<file path="config.mk">
export PLATFORM = sky130hd
export DESIGN_NAME = pipeline_stall_ctrl
export DESIGN_NICKNAME = d
export VERILOG_FILES = /design/src/rtl/pipeline_stall_ctrl_pkg.sv /design/src/rtl/pipeline_stall_ctrl_timer.sv /design/src/rtl/pipeline_stall_ctrl.sv
export SDC_FILE = /design/constraint.sdc
export NUM_CORES = 1
export LEC_CHECK = 0
export CORE_MARGIN = 5
export CORE_UTILIZATION = 51
export CTS_BUF_LIST = sky130_fd_sc_hd__clkbuf_4 sky130_fd_sc_hd__clkbuf_8
export DETAILED_ROUTE_END_ITERATION = 10
export GPL_TIMING_DRIVEN = 0
export PLACE_DENSITY = 0.82
export SLEW_MARGIN = 30
export SYNTH_ARGS = -nofsm -noshare
export SYNTH_HDL_FRONTEND = slang
export SYNTH_SLANG_ARGS = --single-unit
</file>
<file path="constraint.sdc">
create_clock -name clk -period 2.3 [get_ports clk]
set_input_delay 0.46 -clock clk [delete_from_list [all_inputs] [get_ports clk]]
set_output_delay 0.46 -clock clk [all_outputs]
set_load 0.05 [all_outputs]
</file>
<file path="src/rtl/pipeline_stall_ctrl_pkg.sv">
// Shared definitions for the pipeline stall/flush sequencer: FSM states and the NOP
// instruction word loaded by the flush muxes.
package pipeline_stall_ctrl_pkg;

    typedef enum logic [1:0] {
        RUN      = 2'd0,
        MEM_WAIT = 2'd1,
        REDIRECT = 2'd2
    } ctrl_state_e;

    localparam logic [15:0] NOP_INSTR = 16'h0000;

endpackage

</file>
<file path="src/rtl/pipeline_stall_ctrl_timer.sv">
// pipe_wait_timer: loadable up-counter with a terminal-count flag (cnt == TERM).
module pipe_wait_timer #(
    parameter int unsigned W    = 8,
    parameter int unsigned TERM = 1
) (
    input  logic         clk,
    input  logic         rst,
    input  logic         load,
    input  logic [W-1:0] load_val,
    input  logic         inc,
    output logic [W-1:0] cnt,
    output logic         tc
);

    always_ff @(posedge clk or posedge rst) begin
        if (rst)
            cnt <= '0;
        else if (load)
            cnt <= load_val;
        else if (inc)
            cnt <= cnt + W'(1);
    end

    assign tc = (cnt == W'(TERM));

endmodule

</file>
<file path="src/rtl/pipeline_stall_ctrl.sv">
// Stall/flush sequencer for the 5-stage pipeline: memory wait > branch redirect > load-use.
// Optional stall_cycles counter is built when STALL_CNT_EN is defined.
module pipeline_stall_ctrl
    import pipeline_stall_ctrl_pkg::*;
#(
    parameter int unsigned BRANCH_PENALTY = 1,
    parameter int unsigned MEM_TIMEOUT    = 64,
    parameter int unsigned CNT_W          = 16
) (
    input  logic             clk,
    input  logic             rst,
    input  logic             hz_stall,
    input  logic             ex_branch_taken,
    input  logic             mem_req,
    input  logic             mem_ready,
    output logic             pc_write,
    output logic             pc_redirect,
    output logic             ifid_write,
    output logic             ifid_flush,
    output logic             idex_write,
    output logic             idex_flush,
    output logic             exmem_write,
    output logic             memwb_flush,
    output logic             mem_err
`ifdef STALL_CNT_EN
    ,
    output logic [CNT_W-1:0] stall_cycles
`endif
);

    localparam int unsigned WAIT_W = $clog2(MEM_TIMEOUT) + 1;

    ctrl_state_e       state, state_nxt;
    logic [WAIT_W-1:0] wait_cnt;
    logic              wait_tc;
    logic [1:0]        pen_cnt;
    logic              pen_tc;
    logic              pen_load, pen_inc;
    logic              mem_block, timeout, frozen;

    // wait_cnt counts frozen cycles; any non-frozen cycle clears it
    pipe_wait_timer #(.W(WAIT_W), .TERM(MEM_TIMEOUT - 1)) u_wait_timer (
        .clk      (clk),
        .rst      (rst),
        .load     (!frozen),
        .load_val ('0),
        .inc      (frozen),
        .cnt      (wait_cnt),
        .tc       (wait_tc)
    );

    // Penalty counts up from 1 to BRANCH_PENALTY, equivalent to a down-count ending at 1
    pipe_wait_timer #(.W(2), .TERM(BRANCH_PENALTY)) u_pen_timer (
        .clk      (clk),
        .rst      (rst),
        .load     (pen_load),
        .load_val (2'd1),
        .inc      (pen_inc),
        .cnt      (pen_cnt),
        .tc       (pen_tc)
    );

    always_ff @(posedge clk or posedge rst) begin
        if (rst) begin
            state   <= RUN;
            mem_err <= 1'b0;
        end else begin
            state   <= state_nxt;
            mem_err <= timeout;
        end
    end

    always_comb begin
        pc_write    = 1'b1;
        pc_redirect = 1'b0;
        ifid_write  = 1'b1;
        ifid_flush  = 1'b0;
        idex_write  = 1'b1;
        idex_flush  = 1'b0;
        exmem_write = 1'b1;
        memwb_flush = 1'b0;
        state_nxt   = state;
        pen_load    = 1'b0;
        pen_inc     = 1'b0;

        mem_block = (state == MEM_WAIT) ? !mem_ready : (mem_req && !mem_ready);
        timeout   = mem_block && wait_tc;
        frozen    = mem_block && !timeout;

        if (frozen) begin
            pc_write    = 1'b0;
            ifid_write  = 1'b0;
            idex_write  = 1'b0;
            exmem_write = 1'b0;
            memwb_flush = 1'b1;
            if (state == RUN)
                state_nxt = MEM_WAIT;
        end else begin
            case (state)
                MEM_WAIT: state_nxt = RUN;
                REDIRECT: begin
                    ifid_flush = 1'b1;
                    pen_inc    = 1'b1;
                    if (pen_tc)
                        state_nxt = RUN;
                end
                default: begin
                    // ID/EX write is dropped whenever it is flushed
                    if (ex_branch_taken) begin
                        pc_redirect = 1'b1;
                        ifid_flush  = 1'b1;
                        idex_flush  = 1'b1;
                        idex_write  = 1'b0;
                        if (BRANCH_PENALTY > 0) begin
                            state_nxt = REDIRECT;
                            pen_load  = 1'b1;
                        end
                    end else if (hz_stall) begin
                        pc_write   = 1'b0;
                        ifid_write = 1'b0;
                        idex_flush = 1'b1;
                        idex_write = 1'b0;
                    end
                end
            endcase
        end
    end

    always_ff @(posedge clk) begin
        if (!rst && state == REDIRECT)
            assert (!ex_branch_taken);
    end

`ifdef STALL_CNT_EN
    always_ff @(posedge clk or posedge rst) begin
        if (rst)
            stall_cycles <= '0;
        else if (!pc_write && stall_cycles != '1)
            stall_cycles <= stall_cycles + CNT_W'(1);
    end
`endif

endmodule

</file>
* Yosys cells after proc, flatten, opt, wreduce, memory -nomap -nowiden
Index checks and enable logic that the tools add are counted.
Word-level totals: input bits 6, register bits 12, logic and storage cells 51
Operators by class: mux-type cells 29, equality and inequality tests 6, $add $sub $neg 2, reductions and logical operators 10
Operators with widths (number):
- $mux 1 | 20
- $mux 2 | 6
- $add 7x1->7 const B | 1
- $eq 7x6->1 const B | 1
- $mux 7 | 1
- $eq 2x1->1 const B | 2
- $pmux 2 s2 | 1
- $reduce_bool 4->1 | 1
- $logic_and 1x1->1 | 3
- $ne 3x3->1 const B | 1
- $reduce_and 3->1 | 1
- $add 2x1->2 const B | 1
- $eq 2x2->1 const B | 1
- $logic_not 1->1 | 2
- $logic_not 2->1 | 1
- $ne 2x1->1 const B | 1
- $pmux 1 s2 | 1
- $reduce_bool 2->1 | 1
- $reduce_or 2->1 | 1

* Longest topological paths before layout
depth in word-level cells 9, depth in mapped cells 8, mapped depth without buffers 7

* Cells and area by module
A second synthesis with hierarchy kept.
Second synthesis, totals: cells, all modules 88, area, all modules 778.2 um2
By module, submodules not included:
- pipe_wait_timer at u_wait_timer | cells each 40, area an instance 370.4 um2, instances 1
- pipeline_stall_ctrl | cells each 36, area an instance 294.0 um2, instances 1
- pipe_wait_timer at u_pen_timer | cells each 12, area an instance 113.9 um2, instances 1

* Worst setup path before layout
No wires, ideal clock.
path kind register -> output, start point reg u_wait_timer.cnt[0], end point out pc_write, path slack -969 ps, required time 1840 ps, path buffers 2, cell stages (with the launch flop) 8, data arrival time 2809 ps, cells stage by stage dfrtp_1 > ha_1 > nand3_4 > o31ai_4 > inv_2 > buf_6 > a21oi_1 > buf_4
Between the ends: longest elaborated chain between the ends 5
Ends and longest elaborated chain:
- start: declaration | line pipeline_stall_ctrl_timer.sv:11 | output logic [W-1:0] cnt,
- start signal: assignment | line pipeline_stall_ctrl_timer.sv:19 | cnt <= load_val;
- start signal: assignment | line pipeline_stall_ctrl_timer.sv:21 | cnt <= cnt + W'(1);
- $eq 7x6->1 | line pipeline_stall_ctrl_timer.sv:24 | assign tc = (cnt == W'(TERM));
- $logic_and 1x1->1 | line pipeline_stall_ctrl.sv:87 | timeout = mem_block && wait_tc;
- $logic_not 1->1 | line pipeline_stall_ctrl.sv:88 | frozen = mem_block && !timeout;
- $logic_and 1x1->1 | line pipeline_stall_ctrl.sv:88
- $mux 1
- end: declaration | line pipeline_stall_ctrl.sv:16 | output logic pc_write,
No other way between the ends.

* Worst setup path in the final report
start point in mem_ready, end point out pc_write
Between the ends: longest elaborated chain between the ends 7
Ends and longest elaborated chain:
- start: declaration | line pipeline_stall_ctrl.sv:15 | input logic mem_ready,
- $logic_not 1->1 (*) | line pipeline_stall_ctrl.sv:86 | mem_block = (state == MEM_WAIT) ? !mem_ready : (mem_req && !mem_ready);
- $logic_and 1x1->1 | line pipeline_stall_ctrl.sv:86
- $mux 1 (*) | line pipeline_stall_ctrl.sv:86
- $logic_and 1x1->1 | line pipeline_stall_ctrl.sv:87
- $logic_not 1->1 | line pipeline_stall_ctrl.sv:88
- $logic_and 1x1->1 (*) | line pipeline_stall_ctrl.sv:88
- $mux 1 (*) | line pipeline_stall_ctrl.sv:90 | if (frozen) begin
Mark *: on every way between the ends. The rest lies on a longest branch, timed or not.

==> run_results.csv <==
group,metric,value,unit
power,pwr_density_cell,1159,nW/um^2
critical_path,cp_slowest_cell,"clkdlybuf4s50_1",
floorplanning,die_x,46.50,um
floorplanning,io_pins,15,
timing,relSlewSlack,67.23,%
logic_synthesis,synth_edf_count,0,
logic_synthesis,synthXorXnorAreaFrac,5.157,%
logic_synthesis,synth_area,679.4,um^2
floorplanning,die_h,46.50,um
logic_synthesis,synth.distinct_cells,27,
logic_synthesis,synth_nets,79,
status,status,"finished clean",
clocking,cts_sinks,12,
finish,insertedDiodeCount,0,
detailed_routing,first_iter_violations,12,
detailed_routing,drtAntennaViolNets,0,
logic_synthesis,synth_fa_ha_area_share,9.208,%
floorplanning,coreArea,1285,um^2
detailed_routing,wl,1447,um
timing,setup_viol_count_final,0,
critical_path,path_class,"in2out",
logic_synthesis,avgSynthCellArea,9.991,um^2
floorplanning,rows,13,
clocking,numCtsBuffers,3,
logic_synthesis,yosys_warnings,0,
critical_path,required,1.84,ns
power,power.leakage,0.4573,nW
placement,dpl_cell_area,894.6,um^2
clocking,clockBufferDepth,2,
detailed_routing,first_pass_iters,4,
timing,tns,0,ns
logic_synthesis,synth_cells,68,
global_route,grt_pass1_wl,2435,um
logic_synthesis,ys_top_cells_by_count,"12 x dfrtp_1, 12 x nor2_1, 5 x ha_1, 5 x inv_1",
critical_path,crit_path_end_kind,"primary output",
logic_synthesis,synth_top_cell_by_area,"dfrtp_1",
timing,fin_crit_sh,99.01,%
clocking,htreeDepth,1,
global_route,grt_use_total,16.39,%
logic_synthesis,synth_compound_area_share,16.02,%
logic_synthesis,synthTopCellsByArea,"dfrtp_1 44%, ha_1 9.2%, nor2_1 6.6%",
logic_synthesis,synth_flop_cell,"dfrtp_1",
floorplanning,start_util,52.87,%
placement,port_buffers,14,
logic_synthesis,synthArstFlopShare,100.0,%
global_route,grt_pass1_vias,552,
placement,globalplace.congestion,0.7758,
clocking,cts_tree,"built",
global_route,antenna_found_initial,0,
detailed_routing,routedWlPerCell,13.52,um
finish,design_area,968.4,um^2
timing,rsz0062_at_grt,"yes",
logic_synthesis,synthSimpleGateAreaFrac,19.34,%
critical_path,path_max_fanout,10,
critical_path,worstPathCellList,"clkdlybuf4s50_1 > o21ba_4 > o31ai_4 > inv_2 > buf_12 > a21oi_4 > buf_6 > buf_8",
critical_path,start_kind,"primary input",
logic_synthesis,ys_seq_area_share,44.20,%
finish,layout.nets,105,
finish,area_delta_synth_final,42.54,%
timing,hold_viol,0,
clocking,cts.clk_slew.worst_paths,0.07,ns
clocking,clock_latency,0.27,ns
finish,drive_gt1_share,38.04,%
logic_synthesis,ys_ff_latch,12,
timing,layout_min_cycle_time,2.277,ns
timing,max_freq,439.1,MHz
finish,utilization,75.37,%
min_path,hold_class,"reg2reg",
clocking,cts_root_buf,"clkbuf_4",
placement,dp_hpwl,1029,um
logic_synthesis,synth_top_family_by_area,"simple AND/OR/NAND/NOR gates",
critical_path,critPathMaxStageDelay,0.48,ns
detailed_routing,num_vias,556,
timing,fin_skew,0.0006229,ns
critical_path,critical_path_arrival,1.82,ns
timing,worstMarginPinSlew,0.4901,ns
global_route,overflow,0,
floorplanning,die_area,2162,um^2
detailed_routing,drc,0,
logic_synthesis,synth_mux_area_share,0,%
power,ir_worst_vdd,0.8983,mV
global_route,grt_max_degree,13,
timing,maxSlewViolCount,0,
clocking,cts_hold_buf,0,
detailed_routing,vias_per_cell,5.196,
run,maxCapViolCount,0,
logic_synthesis,synth_top_area_share,44.20,%
-- registers in the layout, summed over array words and instances (netlist names) --
name              cells
u_wait_timer.cnt      7
state                 2
u_pen_timer.cnt       2
mem_err               1
-- critical path, delay by kind of cell --
kind / cells / cell delay, ns
compound gates: 3 / 0.37
buf+inv: 5 / 0.98
-- logic make-up (layout without fill, tap and decap cells) --
logic type	count (synthesis)	after routing
adder cells (fa/ha/maj)	5	5
AND/OR/NAND/NOR	25	25
buffers and inverters	8	32
AO/OA/AOI/OAI	14	14
XOR/XNOR	4	4
flip-flops	12	12
-- where the power goes --
group	internal, mW	leakage [nW]	switching (mW)
clock	0.0605	0.0138	0.0677
sequential	0.248	0.161	0.0281
combinational	0.274	0.283	0.444
total	0.583	0.457	0.540
-- path summary, 6_finish.rpt --
kind | start | endpoint | slack (ns) | cells past startpoint
max reg2reg | state[0] | u_pen_timer.cnt[1] | 0.68 | 7
min in group asynchronous | rst | u_pen_timer.cnt[1] | 0.49 | 2
min reg2reg | u_pen_timer.cnt[1] | u_pen_timer.cnt[1] | 0.48 | 1
max in group asynchronous | rst | mem_err | 1.49 | 2
max | mem_ready | pc_write | 0.02 | 8
min | u_pen_timer.cnt[1] | u_pen_timer.cnt[1] | 0.48 | 1
-- layer usage --
metal	GRT usage [%]	vias up	routed length, um
met3	2.344	2	66
met2	27.47	21	761
li1	-	279	-
met5	0	-	0
met1	19.32	254	601
met4	10.23	0	17
-- per-stage QoR --
step,std cells,power [mW],setup slack (ns),hold WS [ns]
2_1_floorplan,68,0.8008,-0.3093,0.3247
3_3_place_gp,97,0.9630,-0.6748,0.4638
3_5_place_dp,97,0.9745,-0.7203,0.4696
4_1_cts,107,1.122,-0.02916,0.4863
5_1_grt,107,1.195,-0.02194,0.5154
6_report,107,1.122,0.02273,0.4834
-- cell usage in the layout (no fill, tap or decap), types with 2 or more instances in the layout --
cell              n
nand2b_1          2
clkdlybuf4s50_1   5
buf_4             9
inv_2             2
buf_6             2
nor2_2            2
nand2_1           4
inv_1             4
a21oi_1           2
dfrtp_1          12
clkbuf_4          3
buf_2             3
ha_1              3
xor2_1            2
o21ai_1           2
xnor2_1           2
nor2_1           10
-- area by class of cell --
type,count,area (um^2)
clock buffers,3,22.52
repair buffers,21,182.7
plain buffers,2,31.28
flip-flops and latches,12,300.3
inverters,6,22.52
fillers,87,316.6
well taps,15,18.77
multi-input cells,48,390.4
-- what timing repair did --
item	in CTS	in global routing
setup buffers	7	0
pin swaps	3	2
endpoints found under the setup margin	8	6
resized for setup	44	5
(Power assumes the default switching activity.)
